<file path="config.mk">
export PLATFORM = sky130hd
export DESIGN_NAME = buffer_write_arbiter_flat
export DESIGN_NICKNAME = d
export VERILOG_FILES = /design/src/rtl/buffer_write_arbiter_if.sv /design/src/rtl/buffer_write_arbiter.sv /design/src/flat_wrapper.sv
export SDC_FILE = /design/constraint.sdc
export NUM_CORES = 1
export LEC_CHECK = 0
export ABC_AREA = 1
export ABC_CLOCK_PERIOD_IN_PS = 5400
export BUFFER_PORTS_ARGS = -buffer_cell sky130_fd_sc_hd__buf_4
export CORE_MARGIN = 2
export CORE_UTILIZATION = 41
export DETAILED_ROUTE_END_ITERATION = 12
export GPL_TIMING_DRIVEN = 0
export PLACE_DENSITY = 0.88
export SETUP_SLACK_MARGIN = 0.05
export SYNTH_ARGS = -nofsm -noshare
export SYNTH_HDL_FRONTEND = slang
export SYNTH_SLANG_ARGS = --single-unit
</file>
<file path="constraint.sdc">
create_clock -name clk -period 5.4 [get_ports clk]
set_clock_uncertainty 0.05 [all_clocks]
set_input_delay 0.81 -clock clk [delete_from_list [all_inputs] [get_ports clk]]
set_output_delay 0.81 -clock clk [all_outputs]
set_load 0.03 [all_outputs]
</file>
<file path="src/rtl/buffer_write_arbiter_if.sv">
// Bundle of producer streams and the FIFO write port seen by buffer_write_arbiter.
// "master" is the environment side (producers + FIFO); "slave" is the arbiter.
interface buffer_write_arbiter_if #(
  parameter int NUM_REQ = 4
);
  localparam int GW = (NUM_REQ > 1) ? $clog2(NUM_REQ) : 1;

  logic [NUM_REQ-1:0]    req_valid;
  logic [NUM_REQ*32-1:0] req_data;
  logic [NUM_REQ-1:0]    req_last;
  logic [NUM_REQ-1:0]    req_ready;
  logic                  buf_write_enable;
  logic [31:0]           buf_write_data;
  logic                  buf_full;
  logic [NUM_REQ-1:0]    grant;
  logic [GW-1:0]         grant_id;
  logic                  busy;

  modport master (
    output req_valid, req_data, req_last, buf_full,
    input  req_ready, buf_write_enable, buf_write_data, grant, grant_id, busy
  );

  modport slave (
    input  req_valid, req_data, req_last, buf_full,
    output req_ready, buf_write_enable, buf_write_data, grant, grant_id, busy
  );
endinterface

</file>
<file path="src/rtl/buffer_write_arbiter.sv">
// Round-robin arbiter sharing the data FIFO write port between NUM_REQ producers.
// A grant is held for a burst that ends on req_last or after MAX_BURST words.
module buffer_write_arbiter #(
  parameter int NUM_REQ   = 4,
  parameter int MAX_BURST = 16
) (
  input  logic                   clk,
  input  logic                   reset,
  buffer_write_arbiter_if.slave  bus
);
  localparam int GW = (NUM_REQ > 1) ? $clog2(NUM_REQ) : 1;
  localparam int CW = $clog2(MAX_BURST + 1);

  localparam logic [0:0] S_IDLE  = 1'b0;
  localparam logic [0:0] S_GRANT = 1'b1;

  logic [0:0]         r_state;
  logic [NUM_REQ-1:0] r_grant;
  logic [GW-1:0]      r_grant_id;
  logic [CW-1:0]      r_burst_cnt;

  logic               w_busy;
  logic               w_pick_hit;
  logic [GW-1:0]      w_pick_id;
  logic [NUM_REQ-1:0] w_pick_onehot;
  logic               w_own_valid;
  logic               w_own_last;
  logic [31:0]        w_own_data;
  logic               w_accept_ok;
  logic               w_xfer;
  logic               w_burst_end;

  assign w_busy = (r_state == S_GRANT);

  // Search starts just after the previous owner, so the lowest offset that is valid wins.
  always_comb begin
    logic [GW-1:0] v_idx;
    v_idx      = '0;
    w_pick_hit = 1'b0;
    w_pick_id  = r_grant_id;
    for (int k = NUM_REQ; k >= 1; k--) begin
      v_idx = GW'((int'(r_grant_id) + k) % NUM_REQ);
      if (bus.req_valid[v_idx]) begin
        w_pick_hit = 1'b1;
        w_pick_id  = v_idx;
      end
    end
  end

  assign w_pick_onehot = {{(NUM_REQ-1){1'b0}}, 1'b1} << w_pick_id;

  always_comb begin
    w_own_data = '0;
    for (int i = 0; i < NUM_REQ; i++) begin
      if (r_grant_id == GW'(i)) begin
        w_own_data = bus.req_data[32*i +: 32];
      end
    end
  end

  assign w_own_valid = bus.req_valid[r_grant_id];
  assign w_own_last  = bus.req_last[r_grant_id];

  // Nothing is accepted while the FIFO is full or while a reset is being applied.
  assign w_accept_ok = w_busy & ~bus.buf_full & ~reset;
  assign w_xfer      = w_accept_ok & w_own_valid;
  assign w_burst_end = w_xfer & (w_own_last | (r_burst_cnt == CW'(MAX_BURST - 1)));

  assign bus.req_ready        = w_accept_ok ? r_grant : '0;
  assign bus.buf_write_enable = w_xfer;
  assign bus.buf_write_data   = w_own_data;
  assign bus.grant            = r_grant;
  assign bus.grant_id         = r_grant_id;
  assign bus.busy             = w_busy;

  // grant_id survives the return to IDLE and acts as the round-robin pointer.
  always_ff @(posedge clk) begin
    if (reset) begin
      r_state     <= S_IDLE;
      r_grant     <= '0;
      r_grant_id  <= GW'(NUM_REQ - 1);
      r_burst_cnt <= '0;
    end else begin
      case (r_state)
        S_IDLE: begin
          if (w_pick_hit) begin
            r_state     <= S_GRANT;
            r_grant     <= w_pick_onehot;
            r_grant_id  <= w_pick_id;
            r_burst_cnt <= '0;
          end
        end
        S_GRANT: begin
          if (w_burst_end) begin
            r_state     <= S_IDLE;
            r_grant     <= '0;
            r_burst_cnt <= '0;
          end else if (w_xfer) begin
            r_burst_cnt <= r_burst_cnt + CW'(1);
          end
        end
        default: begin
          r_state     <= S_IDLE;
          r_grant     <= '0;
          r_burst_cnt <= '0;
        end
      endcase
    end
  end
endmodule
</file>
<file path="src/flat_wrapper.sv">
// flat-port wrapper written by rule: the top's interface ports become plain ports
module buffer_write_arbiter_flat 
#(
  parameter int NUM_REQ   = 4,
  parameter int MAX_BURST = 16
)
  (clk, reset, bus_req_valid, bus_req_data, bus_req_last, bus_buf_full, bus_req_ready, bus_buf_write_enable, bus_buf_write_data, bus_grant, bus_grant_id, bus_busy);
  buffer_write_arbiter_if #(.NUM_REQ(NUM_REQ)) bus_i ();
  input  logic clk;
  input  logic reset;
  input wire logic [$bits(bus_i.req_valid)-1:0] bus_req_valid;
  input wire logic [$bits(bus_i.req_data)-1:0] bus_req_data;
  input wire logic [$bits(bus_i.req_last)-1:0] bus_req_last;
  input wire logic [$bits(bus_i.buf_full)-1:0] bus_buf_full;
  output wire logic [$bits(bus_i.req_ready)-1:0] bus_req_ready;
  output wire logic [$bits(bus_i.buf_write_enable)-1:0] bus_buf_write_enable;
  output wire logic [$bits(bus_i.buf_write_data)-1:0] bus_buf_write_data;
  output wire logic [$bits(bus_i.grant)-1:0] bus_grant;
  output wire logic [$bits(bus_i.grant_id)-1:0] bus_grant_id;
  output wire logic [$bits(bus_i.busy)-1:0] bus_busy;
  assign bus_i.req_valid = bus_req_valid;
  assign bus_i.req_data = bus_req_data;
  assign bus_i.req_last = bus_req_last;
  assign bus_i.buf_full = bus_buf_full;
  assign bus_req_ready = bus_i.req_ready;
  assign bus_buf_write_enable = bus_i.buf_write_enable;
  assign bus_buf_write_data = bus_i.buf_write_data;
  assign bus_grant = bus_i.grant;
  assign bus_grant_id = bus_i.grant_id;
  assign bus_busy = bus_i.busy;
  buffer_write_arbiter #(.NUM_REQ(NUM_REQ), .MAX_BURST(MAX_BURST)) u_core (.clk(clk), .reset(reset), .bus(bus_i));
endmodule
</file>
==> results.cfg, run 1 <==
[status]
outcome = complete, no violations

[synthesis]
ys_async_sr_fraction_pct = 0
postSynthCellCount = 398
synth_common_cells = nand2_1, a21oi_1, nor2_1
ys_top_cells_by_area = nand2_1, a21oi_1, dfxtp_1, nor2_1, inv_1
synth_edf_count = 0
netlist_area_um2 = 1970
ys_ff_latch = 12
yosysMostFrequentCell = nand2_1
synth-simple-area-share_pct = 54.1
syn_nets = 543
ys_warn_count = 0
synth_cell_type_count = 24
synth_fa_ha_area_share_pct = 3.81
ys_seq_area_share_pct = 12.2
synth_top_area_share_pct = 33.7
syn_avg_cell_area_um2 = 4.95
synthXorXnorAreaFrac_pct = 0.888
yosys.area.top_type = nand2_1
synth_top_family_by_area = simple AND/OR/NAND/NOR gates
synthFlopType = dfxtp_1
synth.area.mux_share_pct = 0
synth_compound_area_share_pct = 19.5

[setup_path]
required_ns = 4.54
crit_start = u_core.bus.grant_id[1]$_SDFFE_PP1P_
max_stage_delay_ns = 0.51
r2r_start = u_core.bus.grant_id[1]$_SDFFE_PP1P_
cpMaxStageDelayCell = dfxtp_1
crit_path_start_kind = flop
path_max_fanout = 10
worst_ep_arrival_time_ns = 2.55
crit_buf_inv = 4
worstSetupPathType = reg -> out
crit_family = buffers and inverters
cp_common_cell = nand2_1
cp_cell_sequence = inv_1 > ha_1 > clkbuf_1 > nor2_1 > buf_2 > nand2_1 > nand2_1 > nand2_1 > a21oi_1 > buf_4
cp-end-kind = output port

[place]
gp_congestion = 0.960
pre_cts_slack_ns = 2.30
placedCellCount = 634
port_buffers = 182
dpl.hpwl_mm = 7.05

[finish]
drive_gt1_share_pct = 36.0
fin_nets = 730
multi_input_area_um2 = 1540
diodes = 0
nFillCells = 404
syn2layout_area_growth_pct = 75.5
final-seq-area_um2 = 240
final_cells = 638

[cts]
path_clk_slew_ns = 0.05
hold_buffers = 0
cts_tree = done
max-clock-path-buffers = 2
cts_sinks = 12
clock_latency_ns = 0.25
h-tree-depth = 1
cts_resized = 0
root_buffer = clkbuf_8
numCtsBuffers = 3
postCtsSetupRepairBufs = 0

[global_routing]
gr-total-overflow = 0
grt_usage_pct = 30.4
grt_pass1_wl_mm = 13.0
grt_max_degree = 12
antenna_found_initial = 0
grt_pass1_vias = 2796

[detailed_routing]
drt_pre_antenna_iters = 4
vias = 3205
via_per_inst = 5.02
drc = 0
routed_wl_mm = 8.65
wl_per_cell_um = 13.6
drt_iter0_markers = 161
ant_nets = 0

[die]
die_y_um = 73.4
core_area_um2 = 4690
pin_count = 183
start_util_pct = 42.0
die_w_um = 73.4
rows = 25
dieArea_um2 = 5380

[power]
irDropWorstVdd_mv = 0.372
leakagePower_uw = 0.00193
finalPower_uw = 1860
p_per_area_nw_per_um2 = 536

[sta]
tightest_slew_ns = 0.497
setup_viol = 0
tns_ns = 0
finalCritPeriodShare_pct = 63.1
slew_viol_final = 0
layout_min_cycle_time_ns = 3.41
slew_headroom_pct = 66.9
rsz0062_at_grt = false
hold_ws_ns = 0.408
hold_viol_final = 0
setup_ws_ns = 1.99
fmax_mhz = 294

[run]
timing.max_cap.violations = 0

[min_path]
min_path_type = reg -> reg
hp-start = u_core.bus.grant[0]$_SDFFE_PP0P_
-- worst paths after layout --
kind,end,slack (ns),depth (start not counted)
worst max-delay path,bus_buf_write_data[5],1.99,10
worst min-delay path,u_core.bus.grant[0]$_SDFFE_PP0P_,0.41,2
worst max register to register,u_core.bus.grant[3]$_SDFFE_PP0P_,3.34,10
worst min register to register,u_core.bus.grant[0]$_SDFFE_PP0P_,0.41,2
-- metal layers --
layer | global-route usage (%) | wire length (µm) | vias to the layer above | part of all wire (%)
li1 | - | - | 1625 | -
met1 | 36.0 | 3350 | 1424 | 39
met2 | 52.8 | 4290 | 126 | 50
met3 | 7.13 | 700 | 30 | 8.1
met4 | 11.9 | 306 | 0 | 3.5
met5 | 0 | 0 | - | 0
-- logic make-up (layout without fill, tap and decap cells) --
| family | Yosys count | in the layout |
|---|---|---|
| flops | 12 | 12 |
| compound gates | 75 | 75 |
| simple gates | 256 | 256 |
| fa+ha+maj | 6 | 6 |
| buf+inv | 47 | 233 |
| xor+xnor | 2 | 2 |
-- layout make-up --
class	instances	area share (%)
flip-flops and latches	12	6.94
multi-input cells	339	44.6
well taps	54	1.95
plain buffers	23	2.82
repair buffers	182	39.5
clock buffers	4	1.59
inverters	24	2.60
-- layout by cell type (no fill, tap or decap), types with 3 or more instances in the layout --
cell / count
buf_4: 182
a21oi_1: 69
inv_1: 23
clkbuf_1: 18
ha_1: 6
nand2_1: 177
nand3_1: 15
dfxtp_1: 12
nor2_1: 45
nand2_2: 9
nand3_2: 5
buf_2: 3
clkbuf_8: 4
-- tightest hold or removal path, cell delays in order (launching register included) --
cell     delay (ns)
dfxtp_1        0.32
nand2_1        0.06
nand2_1        0.04
-- state kept, by name, summed over array words and instances (netlist names) --
signal and flops:
u_core.bus.grant 4, u_core.bus.grant_id 2, u_core.r_burst_cnt 5, u_core.bus.busy 1
-- through the flow --
stage	utilization, %	area, µm²
floorplan	-	1970
global placement	72.6	3410
detailed placement	72.6	3410
CTS	73.8	3460
global route	73.8	3460
finish	73.8	3460
-- power by group --
group | internal, µW | leakage [µW] | switching, µW
logic | 558 | 0.00180 | 1050
registers | 115 | 0.0000986 | 27.8
clock network | 64.7 | 0.0000288 | 36.8
total | 737 | 0.00193 | 1120
(Power assumes the default switching activity.)
==> inputs of run 2 (changes only) <==
--- a/config.mk
+++ b/config.mk
@@ -6,13 +6,13 @@
 export NUM_CORES = 1
 export LEC_CHECK = 0
 export ABC_AREA = 1
-export ABC_CLOCK_PERIOD_IN_PS = 5400
+export ABC_CLOCK_PERIOD_IN_PS = 3000
 export BUFFER_PORTS_ARGS = -buffer_cell sky130_fd_sc_hd__buf_4
 export CORE_MARGIN = 2
-export CORE_UTILIZATION = 41
+export CORE_UTILIZATION = 34
 export DETAILED_ROUTE_END_ITERATION = 12
 export GPL_TIMING_DRIVEN = 0
-export PLACE_DENSITY = 0.88
+export PLACE_DENSITY = 0.78
 export SETUP_SLACK_MARGIN = 0.05
 export SYNTH_ARGS = -nofsm -noshare
 export SYNTH_HDL_FRONTEND = slang
==> constraint.sdc (replaced) <==
create_clock -name clk -period 3 [get_ports clk]
set_clock_uncertainty 0.05 [all_clocks]
set_input_delay 0.45 -clock clk [delete_from_list [all_inputs] [get_ports clk]]
set_output_delay 0.45 -clock clk [all_outputs]
set_load 0.03 [all_outputs]
==> run 2 against run 1 <==
  * Clock-buffer cell count unchanged
  * Sequential cell count is the same
  * Design area grew 0.87%
  * Global-route usage shrank 5.4 points
  * Die area grew 19%
  * Setup slack got worse by 1.8 ns
  * Non-clock buffer count unchanged
  * Register-to-register slack worse by 2.2 ns
  * Sequential share of layout area is essentially flat
  * Largest cell class unchanged
==> results.cfg, run 2 (same netlist as run 1, synthesis figures left out) <==
[status]
outcome = complete, no violations

[global_routing]
grt_usage_pct = 24.9
grt_pass1_wl_mm = 13.0
grt_max_degree = 12
antenna_found_initial = 0
gr-total-overflow = 0
grt_pass1_vias = 2796

[setup_path]
crit_path_start_kind = flop
crit_start = u_core.bus.grant_id[0]$_SDFFE_PP1P_
r2r_start = u_core.bus.grant_id[0]$_SDFFE_PP1P_
cpMaxStageDelayCell = dfxtp_1
cp_cell_sequence = inv_2 > ha_1 > clkbuf_1 > inv_1 > clkbuf_1 > nand2_1 > a21oi_1 > buf_4
cp-end-kind = output port
reg2reg_depth = 11
worst_ep_arrival_time_ns = 2.27
max_stage_delay_ns = 0.44
worstSetupPathType = reg -> out
cp_common_cell = clkbuf_1
endpoint = bus_buf_write_data[0]
rrSetupSlack_ns = 1.11
path_max_fanout = 11
timing.rr.end = u_core.bus.grant[2]$_SDFFE_PP0P_
required_ns = 2.50

[sta]
setup_viol = 0
slew_headroom_pct = 65.7
finalCritPeriodShare_pct = 92.3
hold_viol_final = 0
setup_ws_ns = 0.231
slew_viol_final = 0
tightest_slew_ns = 0.514
layout_min_cycle_time_ns = 2.77
tns_ns = 0
rsz0062_at_grt = false
fmax_mhz = 361

[detailed_routing]
drt_iter0_markers = 114
wl_per_cell_um = 13.3
met2_length_mm = 4.37
wl_met1_mm = 3.33
drt_pre_antenna_iters = 4
top_layer = met4
via_per_inst = 4.80
dr_wl_met3_um = 756
ant_nets = 0
routed_wl_mm = 8.71
vias = 3149
drc = 0

[finish]
diodes = 0
final_area_um2 = 3490
layout_common_cells = buf_4, nand2_1, a21oi_1
fin_nets = 730
final_common_cell = buf_4
drive_gt1_share_pct = 36.5
syn2layout_area_growth_pct = 77.0
largest_register_ffs = 5
top_register = u_core.r_burst_cnt

[cts]
root_buffer = clkbuf_8
max-clock-path-buffers = 2
path_clk_slew_ns = 0.05
cts_tree = done
cts_sinks = 12
h-tree-depth = 1
clock_latency_ns = 0.25
numCtsBuffers = 3
hold_buffers = 0

[power]
irDropWorstVdd_mv = 0.613
p_per_area_nw_per_um2 = 947
clkPwrFrac_pct = 5.4
leakagePower_uw = 0.00193
power_frac_seq_pct = 7.8
switchingPower_uw = 1980
finalPower_uw = 3310
sw_frac_of_total_pct = 59.7
p_comb_share_pct = 86.8
intPower_uw = 1330

[place]
port_buffers = 182
gp_congestion = 0.857
pre_cts_slack_ns = 0.231
placed_area_um2 = 3430
dpl.hpwl_mm = 7.10

[die]
rows = 27
pin_count = 183
start_util_pct = 35.6
dieArea_um2 = 6420
die_w_um = 80.2
die_y_um = 80.2
core_area_um2 = 5540

[min_path]
min_path_type = reg -> reg

[run]
timing.max_cap.violations = 0
-- run 2: cell types whose count changed in the layout (fill, tap and decap cells not counted) --
cell | before | now
nor2_1 | 45 | 44
dfxtp_1 | 12 | 11
nor2_2 | 0 | 1
buf_2 | 3 | 2
clkbuf_1 | 18 | 17
clkbuf_4 | 0 | 1
dfxtp_2 | 0 | 1
clkbuf_2 | 0 | 1
-- run 2: layout make-up --
cell class,instances,area [µm²]
Buffer,23,101
Clock buffer,4,55.1
Fill cell,578,2050
Inverter,24,90.1
Multi-Input combinational cell,339,1550
Sequential cell,12,241
Tap cell,72,90.1
Timing Repair Buffer,182,1370
-- run 2: power by group through the flow --
stage / sequential (µW) / combinational [µW] / clock (µW)
global route: 266 / 3140 / 186
detailed placement: 260 / 2850 / 0
finish: 259 / 2870 / 179
global placement: 258 / 2820 / 0
CTS: 259 / 2870 / 181
floorplan: 313 / 1840 / 0
-- run 2: worst min path at each step --
stage / start / end / slack (ns) / cells after the start
floorplan: u_core.r_burst_cnt[3]$_SDFFE_PP0P_ / u_core.r_burst_cnt[3]$_SDFFE_PP0P_ / 0.41 / 2
global placement: u_core.bus.grant[0]$_SDFFE_PP0P_ / u_core.bus.grant[0]$_SDFFE_PP0P_ / 0.41 / 2
detailed placement: u_core.bus.grant[2]$_SDFFE_PP0P_ / u_core.bus.grant[2]$_SDFFE_PP0P_ / 0.40 / 2
CTS: u_core.bus.grant[2]$_SDFFE_PP0P_ / u_core.bus.grant[2]$_SDFFE_PP0P_ / 0.42 / 2
global route: u_core.bus.grant[3]$_SDFFE_PP0P_ / u_core.bus.grant[3]$_SDFFE_PP0P_ / 0.44 / 2
finish: u_core.bus.grant[2]$_SDFFE_PP0P_ / u_core.bus.grant[2]$_SDFFE_PP0P_ / 0.41 / 2
-- run 2: routing by layer --
layer	global-route usage, %	up-vias
li1	-	1631
met1	28.0	1391
met2	46.3	108
met3	5.06	19
met4	8.64	0
met5	0	-
-- run 2: stage by stage --
step / hold slack (ns) / utilization [%] / instances
after global placement: 0.407 / 61.9 / 652
after global routing: 0.442 / 63.0 / 656
after floorplan: 0.414 / - / 398
after CTS: 0.418 / 62.9 / 656
final: 0.414 / 63.0 / 656
after detailed placement: 0.403 / 61.9 / 652
-- run 2: timing repair --
action	CTS	global route
pin swaps	0	0
setup buffers	0	0
resized for setup	2	3
setup endpoints to repair	26	2
-- run 2: worst max-delay path: cells and delay by family, from the launching register on --
kind,cells,cell delay [ns]
AOI/OAI and AO/OA,1,0.22
buffers and inverters,5,1.04
DFF,1,0.44
and+or+nand+nor,1,0.10
adders and majority gates,1,0.22
